[src/rtl/scan_dac_scheduler_pkg.sv]
// scan_dac_pkg: shared types and constants for the HV DAC scan scheduler.
//   state_t        scheduler FSM states
//   CMD_A..CMD_D   SPI command bytes per DAC channel (CMD_D also latches all outputs)
//   INIT_W0..W3    one-time DAC init frames sent after reset
//   scan constants step size, raster extents, start codes, laser pulse width
//   build_frame()  assembles {cmd, code} for a channel index
//   init_word()    selects the init frame for an index
package scan_dac_pkg;

   typedef enum logic [2:0] {
      ST_INIT  = 3'd0,
      ST_IDLE  = 3'd1,
      ST_SEND  = 3'd2,
      ST_HOST  = 3'd3,
      ST_WAIT  = 3'd4,
      ST_PULSE = 3'd5,
      ST_ADV   = 3'd6
   } state_t;

   localparam logic [7:0]  CMD_A   = 8'h00;
   localparam logic [7:0]  CMD_B   = 8'h01;
   localparam logic [7:0]  CMD_C   = 8'h02;
   localparam logic [7:0]  CMD_D   = 8'h13;

   localparam logic [23:0] INIT_W0 = 24'h290001;
   localparam logic [23:0] INIT_W1 = 24'h390001;
   localparam logic [23:0] INIT_W2 = 24'h20000F;
   localparam logic [23:0] INIT_W3 = 24'h300000;

   localparam logic [15:0] STEP      = 16'h04D0;
   localparam logic [5:0]  H_STEPS   = 6'd40;
   localparam logic [5:0]  V_STEPS   = 6'd40;
   localparam logic [15:0] XP0       = 16'h0DB9;
   localparam logic [15:0] XM0       = 16'hCE3C;
   localparam logic [15:0] YM0       = 16'h0DB9;
   localparam logic [15:0] YP0       = 16'hCE3C;
   localparam logic [3:0]  PULSE_CYC = 4'd8;

   function automatic logic [23:0] build_frame(input logic [1:0] ch, input logic [15:0] code);
      logic [7:0] cmd;
      case (ch)
         2'd0:    cmd = CMD_A;
         2'd1:    cmd = CMD_B;
         2'd2:    cmd = CMD_C;
         default: cmd = CMD_D;
      endcase
      return {cmd, code};
   endfunction

   function automatic logic [23:0] init_word(input logic [1:0] idx);
      logic [23:0] w;
      case (idx)
         2'd0:    w = INIT_W0;
         2'd1:    w = INIT_W1;
         2'd2:    w = INIT_W2;
         default: w = INIT_W3;
      endcase
      return w;
   endfunction

endpackage

[src/rtl/scan_dac_scheduler_scan_pos_gen.sv]
// scan_pos_gen: serpentine raster position and DAC channel codes.
//   fpgaclock, rst   clock, async active-low reset
//   adv              one-cycle strobe: step to the next scan point
//   code_a..code_d   current X+/X-/Y-/Y+ DAC codes
//   last_point       current point is the last of the frame
module scan_pos_gen
   import scan_dac_pkg::*;
(
   input  logic        fpgaclock,
   input  logic        rst,
   input  logic        adv,
   output logic [15:0] code_a,
   output logic [15:0] code_b,
   output logic [15:0] code_c,
   output logic [15:0] code_d,
   output logic        last_point
);

   logic [5:0]  h_q, h_d, v_q, v_d;
   logic        dir_q, dir_d;
   logic [15:0] a_q, a_d, b_q, b_d, c_q, c_d, d_q, d_d;

   assign last_point = (h_q == H_STEPS) && (v_q == V_STEPS);
   assign code_a = a_q;
   assign code_b = b_q;
   assign code_c = c_q;
   assign code_d = d_q;

   // Next position: X pair steps along the row, Y pair steps at row turns.
   always_comb begin
      h_d = h_q; v_d = v_q; dir_d = dir_q;
      a_d = a_q; b_d = b_q; c_d = c_q; d_d = d_q;
      if (adv) begin
         if (h_q == H_STEPS) begin
            if (v_q == V_STEPS) begin
               // end of frame: back to the raster origin
               h_d = 6'd0; v_d = 6'd0; dir_d = 1'b0;
               a_d = XP0; b_d = XM0; c_d = YM0; d_d = YP0;
            end else begin
               // row turn: X holds, Y pair steps, direction flips
               h_d   = 6'd0;
               v_d   = v_q + 6'd1;
               dir_d = ~dir_q;
               c_d   = c_q + STEP;
               d_d   = d_q - STEP;
            end
         end else begin
            h_d = h_q + 6'd1;
            if (dir_q) begin
               a_d = a_q - STEP;
               b_d = b_q + STEP;
            end else begin
               a_d = a_q + STEP;
               b_d = b_q - STEP;
            end
         end
      end else begin
         h_d = h_q;
         v_d = v_q;
      end
   end

   // Position and code registers.
   always_ff @(posedge fpgaclock or negedge rst) begin
      if (!rst) begin
         h_q <= 6'd0; v_q <= 6'd0; dir_q <= 1'b0;
         a_q <= XP0; b_q <= XM0; c_q <= YM0; d_q <= YP0;
      end else begin
         h_q <= h_d; v_q <= v_d; dir_q <= dir_d;
         a_q <= a_d; b_q <= b_d; c_q <= c_d; d_q <= d_d;
      end
   end

endmodule

[src/rtl/scan_dac_scheduler.sv]
// scan_dac_scheduler: sequences every frame to the 4-channel HV DAC shifter.
//   fpgaclock, rst      clock, async active-low reset
//   enable              scan run request (level)
//   host_req/host_word  host frame request, held until host_ack
//   host_ack            one-cycle pulse once the host frame has shifted out
//   spi_start/spi_word  frame launch to the shifter, word held until spi_done
//   spi_done            shifter completion pulse
//   pulse_out           laser drive, PULSE_CYC cycles per scan point
//   frame_done          one-cycle pulse after the last point of a frame
//   busy                scheduler is not idle
module scan_dac_scheduler
   import scan_dac_pkg::*;
(
   input  logic        fpgaclock,
   input  logic        rst,
   input  logic        enable,
   input  logic        host_req,
   input  logic [23:0] host_word,
   output logic        host_ack,
   output logic        spi_start,
   output logic [23:0] spi_word,
   input  logic        spi_done,
   output logic        pulse_out,
   output logic        frame_done,
   output logic        busy
);

   state_t      state_q, state_d;
   logic [1:0]  idx_q, idx_d;
   logic [3:0]  cnt_q, cnt_d;
   logic        init_done_q, init_done_d;
   logic        host_q, host_d;
   logic        spi_start_q, spi_start_d;
   logic [23:0] spi_word_q, spi_word_d;
   logic        pulse_q, pulse_d;
   logic        frame_done_q, frame_done_d;
   logic        host_ack_q, host_ack_d;
   logic        busy_q, busy_d;

   logic        adv_s, last_point_s;
   logic [15:0] code_a_s, code_b_s, code_c_s, code_d_s, code_sel_s;

   assign adv_s = (state_q == ST_ADV);

   scan_pos_gen u_pos (
      .fpgaclock  (fpgaclock),
      .rst        (rst),
      .adv        (adv_s),
      .code_a     (code_a_s),
      .code_b     (code_b_s),
      .code_c     (code_c_s),
      .code_d     (code_d_s),
      .last_point (last_point_s)
   );

   // Channel code for the frame currently being built.
   always_comb begin
      case (idx_q)
         2'd0:    code_sel_s = code_a_s;
         2'd1:    code_sel_s = code_b_s;
         2'd2:    code_sel_s = code_c_s;
         default: code_sel_s = code_d_s;
      endcase
   end

   // Scheduler next-state and next-output logic.
   always_comb begin
      state_d      = state_q;
      idx_d        = idx_q;
      cnt_d        = cnt_q;
      init_done_d  = init_done_q;
      host_d       = host_q;
      spi_start_d  = 1'b0;
      spi_word_d   = spi_word_q;
      pulse_d      = 1'b0;
      frame_done_d = 1'b0;
      host_ack_d   = 1'b0;
      case (state_q)
         ST_INIT: begin
            spi_start_d = 1'b1;
            spi_word_d  = init_word(idx_q);
            state_d     = ST_WAIT;
         end
         ST_IDLE: begin
            // host_ack_q masks the request still held in the ack cycle
            if (host_req && !host_ack_q) begin
               state_d = ST_HOST;
            end else if (enable) begin
               idx_d   = 2'd0;
               state_d = ST_SEND;
            end else begin
               state_d = ST_IDLE;
            end
         end
         ST_SEND: begin
            spi_start_d = 1'b1;
            spi_word_d  = build_frame(idx_q, code_sel_s);
            state_d     = ST_WAIT;
         end
         ST_HOST: begin
            spi_start_d = 1'b1;
            spi_word_d  = host_word;
            host_d      = 1'b1;
            state_d     = ST_WAIT;
         end
         ST_WAIT: begin
            // a done coincident with our own launch cannot belong to this frame
            if (spi_done && !spi_start_q) begin
               if (!init_done_q) begin
                  if (idx_q == 2'd3) begin
                     init_done_d = 1'b1;
                     idx_d       = 2'd0;
                     state_d     = ST_IDLE;
                  end else begin
                     idx_d   = idx_q + 2'd1;
                     state_d = ST_INIT;
                  end
               end else if (host_q) begin
                  host_d     = 1'b0;
                  host_ack_d = 1'b1;
                  state_d    = ST_IDLE;
               end else if (idx_q == 2'd3) begin
                  idx_d   = 2'd0;
                  cnt_d   = 4'd0;
                  pulse_d = 1'b1;
                  state_d = ST_PULSE;
               end else begin
                  idx_d   = idx_q + 2'd1;
                  state_d = ST_SEND;
               end
            end else begin
               state_d = ST_WAIT;
            end
         end
         ST_PULSE: begin
            if (cnt_q == (PULSE_CYC - 4'd1)) begin
               state_d = ST_ADV;
            end else begin
               cnt_d   = cnt_q + 4'd1;
               pulse_d = 1'b1;
            end
         end
         ST_ADV: begin
            frame_done_d = last_point_s;
            state_d      = ST_IDLE;
         end
         default: begin
            state_d = ST_INIT;
         end
      endcase
      busy_d = (state_d != ST_IDLE);
   end

   // State and registered outputs.
   always_ff @(posedge fpgaclock or negedge rst) begin
      if (!rst) begin
         state_q      <= ST_INIT;
         idx_q        <= 2'd0;
         cnt_q        <= 4'd0;
         init_done_q  <= 1'b0;
         host_q       <= 1'b0;
         spi_start_q  <= 1'b0;
         spi_word_q   <= 24'd0;
         pulse_q      <= 1'b0;
         frame_done_q <= 1'b0;
         host_ack_q   <= 1'b0;
         busy_q       <= 1'b0;
      end else begin
         state_q      <= state_d;
         idx_q        <= idx_d;
         cnt_q        <= cnt_d;
         init_done_q  <= init_done_d;
         host_q       <= host_d;
         spi_start_q  <= spi_start_d;
         spi_word_q   <= spi_word_d;
         pulse_q      <= pulse_d;
         frame_done_q <= frame_done_d;
         host_ack_q   <= host_ack_d;
         busy_q       <= busy_d;
      end
   end

   assign spi_start  = spi_start_q;
   assign spi_word   = spi_word_q;
   assign pulse_out  = pulse_q;
   assign frame_done = frame_done_q;
   assign host_ack   = host_ack_q;
   assign busy       = busy_q;

endmodule

[config.mk]
export PLATFORM = sky130hd
export DESIGN_NAME = scan_dac_scheduler
export DESIGN_NICKNAME = d
export VERILOG_FILES = /design/src/rtl/scan_dac_scheduler_pkg.sv /design/src/rtl/scan_dac_scheduler_scan_pos_gen.sv /design/src/rtl/scan_dac_scheduler.sv
export SDC_FILE = /design/constraint.sdc
export NUM_CORES = 1
export LEC_CHECK = 0
export CORE_ASPECT_RATIO = 0.5
export CORE_MARGIN = 4
export CORE_UTILIZATION = 35
export CTS_CLUSTER_SIZE = 16
export DETAILED_ROUTE_END_ITERATION = 10
export SYNTH_ARGS = -nofsm -noshare
export SYNTH_HDL_FRONTEND = slang
export SYNTH_SLANG_ARGS = --single-unit
[constraint.sdc]
create_clock -name fpgaclock -period 3.1 [get_ports fpgaclock]
set_clock_uncertainty 0.1 [all_clocks]
set_input_delay 0.465 -clock fpgaclock [delete_from_list [all_inputs] [get_ports fpgaclock]]
set_output_delay 0.465 -clock fpgaclock [all_outputs]
set_load 0.01 [all_outputs]
==> impl_metrics.tcl <==
set metrics [dict create \
    worstPathRequired_ps 3280 \
    fmax_mhz 368 \
    final_cell_mix "85 x nand2_1, 82 x o21ai_0, 75 x dfrtp_1" \
    drt-total-wl_um 15900 \
    vias 5225 \
    dp_hpwl_um 11200 \
    fp-row-count 33 \
    cp-end-kind "flop" \
    yosys.area.top_type "dfrtp_1" \
    area_growth_pct 19.5 \
    fin_crit_sh_pct 87.7 \
    nNetsFinal 791 \
    synth_top_area_share_pct 31.1 \
    clock-sinks 103 \
    relSlewSlack_pct 56.2 \
    synth.yosys.warnings 0 \
    clk_path_buf_depth 2 \
    synth_edf_count 0 \
    antenna_found_initial 0 \
    drtAntennaViolNets 0 \
    synthCells 672 \
    cp.depth 9 \
    syn-num-nets 736 \
    die_w_um 194 \
    holdBufCountCts 0 \
    fin_ws_ps 383 \
    finalSetupTns_ps 0 \
    crit_chain "buf_4 > inv_1 > ha_1 > o21ai_0 > o21ai_0 > a2111o_1 > and3_4 > or4_4 > o211ai_2" \
    ir_drop_uv 376 \
    placed_cells_incl_taps 943 \
    yosysSeqAreaShare_pct 43.3 \
    clock_latency_ps 350 \
    cp_top_family "compound AO/OA/AOI/OAI gates" \
    synth_area_per_cell_sq_um 8.99 \
    drt_drc_violations_left 0 \
    drive_gt1_share_pct 10.1 \
    cts_resized 0 \
    worstRegToRegCells 9 \
    period_needed_ps 2720 \
    startpoint_type "flop" \
    fill_cells 1655 \
    vias_per_cell 5.45 \
    drtIter0Drc 465 \
    stdcell_count 959 \
    p_per_area_nw_per_um2 816 \
    crit_path_frequent_cell "o21ai_0" \
    status "completed" \
    ys_ff_latch 103 \
    final_hold_viol_count 0 \
    cts_buffers 9 \
    path_max_fanout 10 \
    cts_setup_buffers 0 \
    drt_pass1_iterations 6 \
    die_y_um 101 \
    grt_pass1_wl_um 26300 \
    synth_ff_type "dfrtp_1" \
    drv_slew 0 \
    path_class "reg -> reg" \
    ioPinCount 58 \
    pre_cts_ws_ps 429 \
    htreeDepth 3 \
    rsz0062_at_grt "no" \
    wire_per_inst_um 16.5 \
    io_buffers 57 \
    slowest_stage "or4_4" \
    grt_usage_pct 16.4 \
    grt_pass1_vias 5022 \
    die_area_sq_um 19500 \
    path_buf_inv 2 \
    cts.clk_slew.worst_paths_ps 80 \
    start_util_pct 36.3 \
    final-setup-viol-count 0 \
    tightest_slew_ps 657 \
    netlist_top_cells_area "dfrtp_1 31%, dfstp_2 12%, ha_1 6.8%" \
    slowest_delay_ps 470 \
    hp-class "in -> async" \
    core_sq_um 16600 \
    maxCapViolations 0 \
    gp_congestion 0.887 \
    cts_tree "built" \
    grt_max_degree 104 \
    p_leak_nw 3.05 \
    arrival_ps 2900 \
    netlist_area_sq_um 6040 \
    ys_types 61 \
    diodes 0 \
    final_common_cell "nand2_1" \
    synthArstFlopShare_pct 100 \
    overflow 0 \
    cts_root_buffer "clkbuf_16" \
]
==> metal layers <==
metal  global-route usage, %  routed length [um]  vias up
met3                    3.47                 984       16
met5                       0                   0        -
li1                        -                   -     2557
met1                    23.8                7840     2521
met4                    3.75                 182        0
met2                    25.4                6860      131
==> power breakdown <==
group          internal, mW  total [mW]  leakage [nW]  switching, mW
Sequential             1.76        2.11          1.28          0.348
Clock                 0.590        1.17         0.148          0.581
Combinational          1.16        2.61          1.62           1.45
==> cell families after synthesis <==
| logic type | Yosys count | synth area share, % |
|---|---|---|
| muxes | 3 | 0.518 |
| xor gates and xnor gates | 18 | 2.61 |
| buffers and inverters | 57 | 3.81 |
| AOI/OAI and AO/OA | 241 | 25.5 |
| DFF | 103 | 43.3 |
| adders and majority gates | 35 | 7.50 |
| and+or+nand+nor | 215 | 16.8 |
==> stage by stage <==
| stage | instance area (sq um) | power, mW | hold slack, ps | util, % |
|---|---|---|---|---|
| 2_1_floorplan | 6040 | 3.81 | 69.4 | - |
| 3_3_place_gp | 6910 | 4.70 | 362 | 41.6 |
| 3_5_place_dp | 6910 | 4.74 | 372 | 41.6 |
| 4_1_cts | 7220 | 5.94 | 94.8 | 43.4 |
| 5_1_grt | 7220 | 6.36 | 118 | 43.4 |
| 6_report | 7220 | 5.89 | 12.8 | 43.4 |
==> flip-flops by register name (all words and copies together), names as in the netlist <==
register and cells:
u_pos.v_q 6, spi_word 24, host_q 1, cnt_q 4, frame_done 1, u_pos.code_b 12, state_q 3, u_pos.code_d 12
idx_q 2, spi_start 1, busy 1, u_pos.dir_q 1, u_pos.h_q 6, pulse_out 1, init_done_q 1, host_ack 1
u_pos.code_a 13, u_pos.code_c 13
==> synthesized netlist by cell type, drive strengths merged, types with 11 or more instances <==
master,count
nor2,45
ha,33
nand2b,14
dfrtp,75
a21oi,60
xor2,11
nand3,12
a22o,17
nand2,85
clkbuf,25
inv,24
dfstp,28
a222oi,12
o21ai,83
nor3,17
==> area by class of cell <==
cell class                 instances  area, sq um  share of cell area (%)
timing repair buffer              77          731                    10.1
inverter                          24         90.1                    1.25
clock inverter                     6         62.6                   0.867
multi-input combinational        512         3200                    44.3
clock buffer                      10          239                    3.31
sequential                       103         2610                    36.2
tap                              227          284                    3.94
==> path summary, 6_finish.rpt <==
check	startpoint	slack, ps	to
setup / recovery	u_pos.dir_q	380	u_pos.code_a[15]
hold / removal	rst	10	u_pos.code_b[8]
setup reg to reg	u_pos.dir_q	380	u_pos.code_a[15]
hold reg to reg	spi_word[3]	380	spi_word[3]
max in group asynchronous	rst	2370	u_pos.code_a[14]
min in group fpgaclock	spi_word[3]	380	spi_word[3]
(Power assumes the default switching activity.)
